### config.mk
export PLATFORM = sky130hd
export DESIGN_NAME = matmul_ctrl_param_flat
export DESIGN_NICKNAME = d
export VERILOG_FILES = /design/src/rtl/matmul_ctrl_param_if.sv /design/src/rtl/matmul_ctrl_param.sv /design/src/flat_wrapper.sv
export SDC_FILE = /design/constraint.sdc
export NUM_CORES = 1
export LEC_CHECK = 0
export BUFFER_PORTS_ARGS = -buffer_cell sky130_fd_sc_hd__clkbuf_2
export CORE_MARGIN = 1
export CORE_UTILIZATION = 40
export CTS_CLUSTER_DIAMETER = 50
export DETAILED_ROUTE_END_ITERATION = 10
export MAX_ROUTING_LAYER = met4
export PLACE_DENSITY = 0.64
export SLEW_MARGIN = 10
export SYNTH_ARGS = -nofsm -noshare
export SYNTH_HDL_FRONTEND = slang
export SYNTH_SLANG_ARGS = --single-unit
### constraint.sdc
create_clock -name clk -period 1.9 [get_ports clk]
set_input_delay 0.38 -clock clk [delete_from_list [all_inputs] [get_ports clk]]
set_output_delay 0.38 -clock clk [all_outputs]
set_load 0.01 [all_outputs]
### src/rtl/matmul_ctrl_param_if.sv
// ---------------------------------------------------------------------------
// matmul_ctrl_param_if
// Handshake/control bundle between the top-level start logic (master) and the
// matrix-vector sequencing controller (slave).
//   start_in      master->slave  job request
//   xload_done    master->slave  input shift register finished loading A/X
//   abort         master->slave  cancel the current job
//   input_load_en slave->master  load phase active
//   alu_en        slave->master  MAC datapath enable
//   acc_clr       slave->master  clear accumulators (first MAC of a column)
//   mac_idx       slave->master  MAC cycle within the column (MW bits)
//   col_idx       slave->master  current column (CW bits)
//   wr_en         slave->master  write the finished column result at col_idx
//   busy          slave->master  controller not idle
//   done          slave->master  one-cycle job-complete pulse
// ---------------------------------------------------------------------------
interface matmul_ctrl_param_if #(
  parameter int CW = 2,
  parameter int MW = 3
);
  logic          start_in;
  logic          xload_done;
  logic          abort;
  logic          input_load_en;
  logic          alu_en;
  logic          acc_clr;
  logic [MW-1:0] mac_idx;
  logic [CW-1:0] col_idx;
  logic          wr_en;
  logic          busy;
  logic          done;

  modport master (
    output start_in, xload_done, abort,
    input  input_load_en, alu_en, acc_clr, mac_idx, col_idx, wr_en, busy, done
  );

  modport slave (
    input  start_in, xload_done, abort,
    output input_load_en, alu_en, acc_clr, mac_idx, col_idx, wr_en, busy, done
  );
endinterface

### src/rtl/matmul_ctrl_param.sv
// ---------------------------------------------------------------------------
// matmul_ctrl_param
// Sequencing controller for the matrix-vector datapath: LOAD the inputs, then
// for each of N_COLS columns run N_MAC ALU cycles followed by one NEXT_COL
// (result write) cycle, then pulse done. abort (or rst) returns to IDLE from
// any state. With AUTO_RESTART=1 a start seen in DONE goes straight to LOAD.
// Ports:
//   clk  rising-edge clock
//   rst  synchronous active-high reset
//   bus  matmul_ctrl_param_if.slave (see interface header for signal list)
// All outputs are registers, computed from the next state and counters, so
// no input reaches an output combinationally.
// ---------------------------------------------------------------------------
module matmul_ctrl_param #(
  parameter int N_COLS       = 4,
  parameter int N_MAC        = 8,
  parameter int AUTO_RESTART = 0
) (
  input logic                clk,
  input logic                rst,
  matmul_ctrl_param_if.slave bus
);

  localparam int CW = (N_COLS > 1) ? $clog2(N_COLS) : 1;
  localparam int MW = (N_MAC > 1) ? $clog2(N_MAC) : 1;
  localparam logic [MW-1:0] MAC_LAST = MW'(N_MAC - 1);
  localparam logic [CW-1:0] COL_LAST = CW'(N_COLS - 1);

  typedef enum logic [2:0] {
    S_IDLE     = 3'd0,
    S_LOAD     = 3'd1,
    S_ALU      = 3'd2,
    S_NEXT_COL = 3'd3,
    S_DONE     = 3'd4
  } state_e;

  state_e        state_q, state_d;
  logic [MW-1:0] mac_q, mac_d;
  logic [CW-1:0] col_q, col_d;

  logic load_en_q, load_en_d;
  logic alu_en_q, alu_en_d;
  logic acc_clr_q, acc_clr_d;
  logic wr_en_q, wr_en_d;
  logic busy_q, busy_d;
  logic done_q, done_d;

  // Next-state and counter update; abort overrides every other condition.
  always_comb begin
    state_d = state_q;
    mac_d   = mac_q;
    col_d   = col_q;
    if (bus.abort) begin
      state_d = S_IDLE;
      mac_d   = {MW{1'b0}};
      col_d   = {CW{1'b0}};
    end else begin
      case (state_q)
        S_IDLE: begin
          mac_d = {MW{1'b0}};
          col_d = {CW{1'b0}};
          if (bus.start_in) begin
            state_d = S_LOAD;
          end else begin
            state_d = S_IDLE;
          end
        end
        S_LOAD: begin
          if (bus.xload_done) begin
            state_d = S_ALU;
            mac_d   = {MW{1'b0}};
          end else begin
            state_d = S_LOAD;
          end
        end
        S_ALU: begin
          // Terminal compare instead of wrap keeps mac_idx within N_MAC-1
          // even when N_MAC is not a power of two.
          if (mac_q == MAC_LAST) begin
            state_d = S_NEXT_COL;
            mac_d   = {MW{1'b0}};
          end else begin
            mac_d   = mac_q + {{(MW-1){1'b0}}, 1'b1};
          end
        end
        S_NEXT_COL: begin
          if (col_q == COL_LAST) begin
            state_d = S_DONE;
            col_d   = {CW{1'b0}};
          end else begin
            state_d = S_ALU;
            col_d   = col_q + {{(CW-1){1'b0}}, 1'b1};
          end
        end
        S_DONE: begin
          if ((AUTO_RESTART != 0) && bus.start_in) begin
            state_d = S_LOAD;
          end else begin
            state_d = S_IDLE;
          end
        end
        default: begin
          state_d = S_IDLE;
          mac_d   = {MW{1'b0}};
          col_d   = {CW{1'b0}};
        end
      endcase
    end
  end

  // Output decode from the next state so the registered outputs line up with
  // the state they describe.
  always_comb begin
    load_en_d = (state_d == S_LOAD);
    alu_en_d  = (state_d == S_ALU);
    acc_clr_d = (state_d == S_ALU) && (mac_d == {MW{1'b0}});
    wr_en_d   = (state_d == S_NEXT_COL);
    busy_d    = (state_d != S_IDLE);
    done_d    = (state_d == S_DONE);
  end

  // State, counter and output registers with synchronous reset.
  always_ff @(posedge clk) begin
    if (rst) begin
      state_q   <= S_IDLE;
      mac_q     <= {MW{1'b0}};
      col_q     <= {CW{1'b0}};
      load_en_q <= 1'b0;
      alu_en_q  <= 1'b0;
      acc_clr_q <= 1'b0;
      wr_en_q   <= 1'b0;
      busy_q    <= 1'b0;
      done_q    <= 1'b0;
    end else begin
      state_q   <= state_d;
      mac_q     <= mac_d;
      col_q     <= col_d;
      load_en_q <= load_en_d;
      alu_en_q  <= alu_en_d;
      acc_clr_q <= acc_clr_d;
      wr_en_q   <= wr_en_d;
      busy_q    <= busy_d;
      done_q    <= done_d;
    end
  end

  assign bus.input_load_en = load_en_q;
  assign bus.alu_en        = alu_en_q;
  assign bus.acc_clr       = acc_clr_q;
  assign bus.mac_idx       = mac_q;
  assign bus.col_idx       = col_q;
  assign bus.wr_en         = wr_en_q;
  assign bus.busy          = busy_q;
  assign bus.done          = done_q;

endmodule

### src/flat_wrapper.sv
// flat-port wrapper written by rule: the top's interface ports become plain ports
module matmul_ctrl_param_flat 
#(
  parameter int N_COLS       = 4,
  parameter int N_MAC        = 8,
  parameter int AUTO_RESTART = 0
)
  (clk, rst, bus_start_in, bus_xload_done, bus_abort, bus_input_load_en, bus_alu_en, bus_acc_clr, bus_mac_idx, bus_col_idx, bus_wr_en, bus_busy, bus_done);
  matmul_ctrl_param_if #(.CW(2), .MW(3)) bus_i ();
  input logic clk;
  input logic rst;
  input wire logic [$bits(bus_i.start_in)-1:0] bus_start_in;
  input wire logic [$bits(bus_i.xload_done)-1:0] bus_xload_done;
  input wire logic [$bits(bus_i.abort)-1:0] bus_abort;
  output wire logic [$bits(bus_i.input_load_en)-1:0] bus_input_load_en;
  output wire logic [$bits(bus_i.alu_en)-1:0] bus_alu_en;
  output wire logic [$bits(bus_i.acc_clr)-1:0] bus_acc_clr;
  output wire logic [$bits(bus_i.mac_idx)-1:0] bus_mac_idx;
  output wire logic [$bits(bus_i.col_idx)-1:0] bus_col_idx;
  output wire logic [$bits(bus_i.wr_en)-1:0] bus_wr_en;
  output wire logic [$bits(bus_i.busy)-1:0] bus_busy;
  output wire logic [$bits(bus_i.done)-1:0] bus_done;
  assign bus_i.start_in = bus_start_in;
  assign bus_i.xload_done = bus_xload_done;
  assign bus_i.abort = bus_abort;
  assign bus_input_load_en = bus_i.input_load_en;
  assign bus_alu_en = bus_i.alu_en;
  assign bus_acc_clr = bus_i.acc_clr;
  assign bus_mac_idx = bus_i.mac_idx;
  assign bus_col_idx = bus_i.col_idx;
  assign bus_wr_en = bus_i.wr_en;
  assign bus_busy = bus_i.busy;
  assign bus_done = bus_i.done;
  matmul_ctrl_param #(.N_COLS(N_COLS), .N_MAC(N_MAC), .AUTO_RESTART(AUTO_RESTART)) u_core (.clk(clk), .rst(rst), .bus(bus_i));
endmodule
==> impl_metrics.toml <==
[sta]
hold_slack_ns = 0.336
min_period_ns = 1.67
max_freq_mhz = 598
period_share_pct = 88.1
rsz0062_at_grt = "no"
finalSetupViolations = 0
final_hold_viol_count = 0
fin_skew_ns = 0.00758
maxSlewViolCount = 0
max_slew_margin_pct = 69.1
worstMarginPinSlew_ns = 0.458
fin_tns_setup_ns = 0

[synth]
synthArstFlopShare_pct = 0
syn_inst = 68
synth_area_sq_um = 682
synth_nets = 76
yosysWarnings = 0
synth_edf_count = 0
ys_seq_elements = 14
yosysSeqAreaShare_pct = 41.1
ys.flop_type = "dfxtp_1"
syn_area_per_cell_sq_um = 10.0
synth_cell_types = 34

[clock_tree]
htreeDepth = 1
root_buffer = "clkbuf_4"
cts.sinks = 14
post_cts.repair.setup_buffers = 0
clk_path_buf_depth = 2
clock_latency_ns = 0.28
cts_resized = 0
cts-buffers-inserted = 3
cts_tree = "built"
clk_pin_slew_ns = 0.09
cts_hold_buf = 0

[critical_path]
critical_path_class = "reg -> reg"
crit_chain = "ha_1 > ha_1 > nor4bb_1 > a211oi_2 > nand2_2 > a311oi_2"
crit_path_top_delay_cell = "dfxtp_1"
reg2reg_to = "u_core.bus.acc_clr$_SDFF_PP0_"
cp.arrival_ns = 1.87
path_common_cell = "ha_1"
reg2reg_from = "u_core.bus.mac_idx[0]$_SDFF_PP0_"
path_buf_inv = 0
end_kind = "flop"
cp_max_fo = 6
slowest_delay_ns = 0.37
critPathTopFamily = "compound AO/OA/AOI/OAI gates"
crit_required_ns = 2.10
start_kind = "flop"
reg2reg_slack_ns = 0.23
r2r_cells = 6

[floorplan]
rows = 14
io_pins = 16
die_x_um = 43.3
fp.dieH_um = 43.3
coreArea_sq_mm = 0.00154
start_util_pct = 44.2
dieArea_sq_mm = 0.00187

[placement]
routabilityCongestion = 0.781
hpwlAfterDp_um = 957
portBuffers = 15

[grt]
grt_overflow = 0
grt_max_degree = 14
track_usage_pct = 16.4
grt_pass1_vias = 508
antenna_found_initial = 0
grt_pass1_wl_um = 2240

[drt]
via_per_inst = 5.46
drc = 0
postRouteAntennaNets = 0
wl_per_cell_um = 13.0
vias = 546
drt_iter0_drc = 8
drt_pass1_iterations = 4
totalWireLength_um = 1300

[layout]
drive_gt1_share_pct = 32.1
fill_cells = 150
syn_to_final_growth_pct = 17.1
antenna_cells = 0
nets = 93
final_util_pct = 51.8

[pwr]
seqPwrFrac_pct = 55.0
pwr-share-clk_pct = 38.8
swShare_pct = 22.0
p_per_area_mw_per_mm2 = 688
p_comb_share_pct = 6.2
p_switching_w = 0.000121
intPower_w = 0.000429
peakVddDrop_v = 0.000550
p_leak_nw = 0.327

[min_path]
holdPathStages = 2
min-delay-start = "bus_abort"
worst_hold_path_type = "in -> reg"
min_to = "u_core.bus.col_idx[1]$_SDFFE_PP0N_"

[job]
maxCapViolations = 0

[outcome]
outcome = "completed"
[cell type report]
type,count,area (sq um),area share (%)
multi-input cells,50,383,48.0
well taps,16,20.0,2.51
flip-flops and latches,14,280,35.1
repair buffers,15,75.1,9.40
inverters,1,3.75,0.470
clock buffers,4,36.3,4.55
[power by group through the flow]
stage / clock network (W) / logic [W] / registers, W
floorplan: 0 / 0.0000231 / 0.000307
global route: 0.000238 / 0.0000375 / 0.000303
finish: 0.000213 / 0.0000339 / 0.000302
global placement: 0 / 0.0000345 / 0.000309
detailed placement: 0 / 0.0000341 / 0.000309
CTS: 0.000222 / 0.0000343 / 0.000302
[cells by family after synthesis]
family                     share of synthesized area (%)
AOI/OAI and AO/OA                                   18.4
xor gates and xnor gates                            1.28
adders and majority gates                           5.51
buffers and inverters                               2.75
DFF                                                 41.1
and+or+nand+nor                                     31.0
[layer usage]
layer / track usage (%) / vias up / wire, um / share of wire, %
li1: - / 285 / - / -
met1: 19.9 / 249 / 632 / 49
met2: 25.4 / 12 / 609 / 47
met3: 6.81 / 0 / 60 / 4.6
met4: 3.64 / 0 / 0 / 0
met5: - / - / 0 / 0
[worst register-to-register path: stages, from the launching register on]
cell and delay (ns):
dfxtp_1 0.37, ha_1 0.22, ha_1 0.19, nor4bb_1 0.13, a211oi_2 0.33, nand2_2 0.11, a311oi_2 0.23
[cells in the final DEF (no fill, tap or decap), types with 3 or more instances in the layout]
| cell | instances |
|---|---|
| dfxtp_1 | 14 |
| clkbuf_4 | 3 |
| clkbuf_2 | 15 |
| nand2b_1 | 3 |
| nor2_1 | 7 |
| a21oi_1 | 4 |
| ha_1 | 3 |
| nor2b_1 | 3 |
[state kept, by name (all words and copies together) (netlist names)]
register	flops
u_core.bus.wr_en	1
u_core.bus.alu_en	1
u_core.bus.col_idx	2
u_core.bus.acc_clr	1
u_core.bus.busy	1
u_core.bus.input_load_en	1
u_core.bus.mac_idx	3
u_core.state_q	3
u_core.bus.done	1
[worst max-delay path by stage]
stage | end | slack, ns | depth (start not counted) | start
floorplan | u_core.bus.acc_clr$_SDFF_PP0_ | 0.34 | 5 | u_core.bus.mac_idx[0]$_SDFF_PP0_
global placement | u_core.bus.acc_clr$_SDFF_PP0_ | 0.22 | 5 | u_core.bus.mac_idx[0]$_SDFF_PP0_
detailed placement | u_core.bus.acc_clr$_SDFF_PP0_ | 0.25 | 5 | u_core.bus.mac_idx[0]$_SDFF_PP0_
CTS | u_core.bus.acc_clr$_SDFF_PP0_ | 0.22 | 5 | u_core.bus.mac_idx[0]$_SDFF_PP0_
global route | u_core.bus.acc_clr$_SDFF_PP0_ | 0.10 | 6 | u_core.bus.mac_idx[0]$_SDFF_PP0_
finish | u_core.bus.acc_clr$_SDFF_PP0_ | 0.23 | 6 | u_core.bus.mac_idx[0]$_SDFF_PP0_
[cell usage after synthesis (2+ instances only)]
library cell / n / area, sq um
nor3_1: 2 / 10.0
buf_2: 3 / 15.0
a21oi_1: 4 / 20.0
nor2b_1: 3 / 18.8
nand3_1: 2 / 10.0
a22oi_1: 2 / 15.0
nor2_1: 7 / 26.3
nand2b_1: 3 / 18.8
dfxtp_1: 14 / 280
ha_1: 3 / 37.5
nor4bb_1: 2 / 20.0
[through the flow]
step / setup WS [ns] / power [W] / std cells / cell area [sq um]
2_1_floorplan: 0.337 / 0.000330 / 68 / 682
3_3_place_gp: 0.220 / 0.000344 / 96 / 762
3_5_place_dp: 0.250 / 0.000343 / 96 / 762
4_1_cts: 0.221 / 0.000558 / 100 / 798
5_1_grt: 0.104 / 0.000578 / 100 / 798
6_report: 0.227 / 0.000550 / 100 / 798
(Power assumes the default switching activity.)
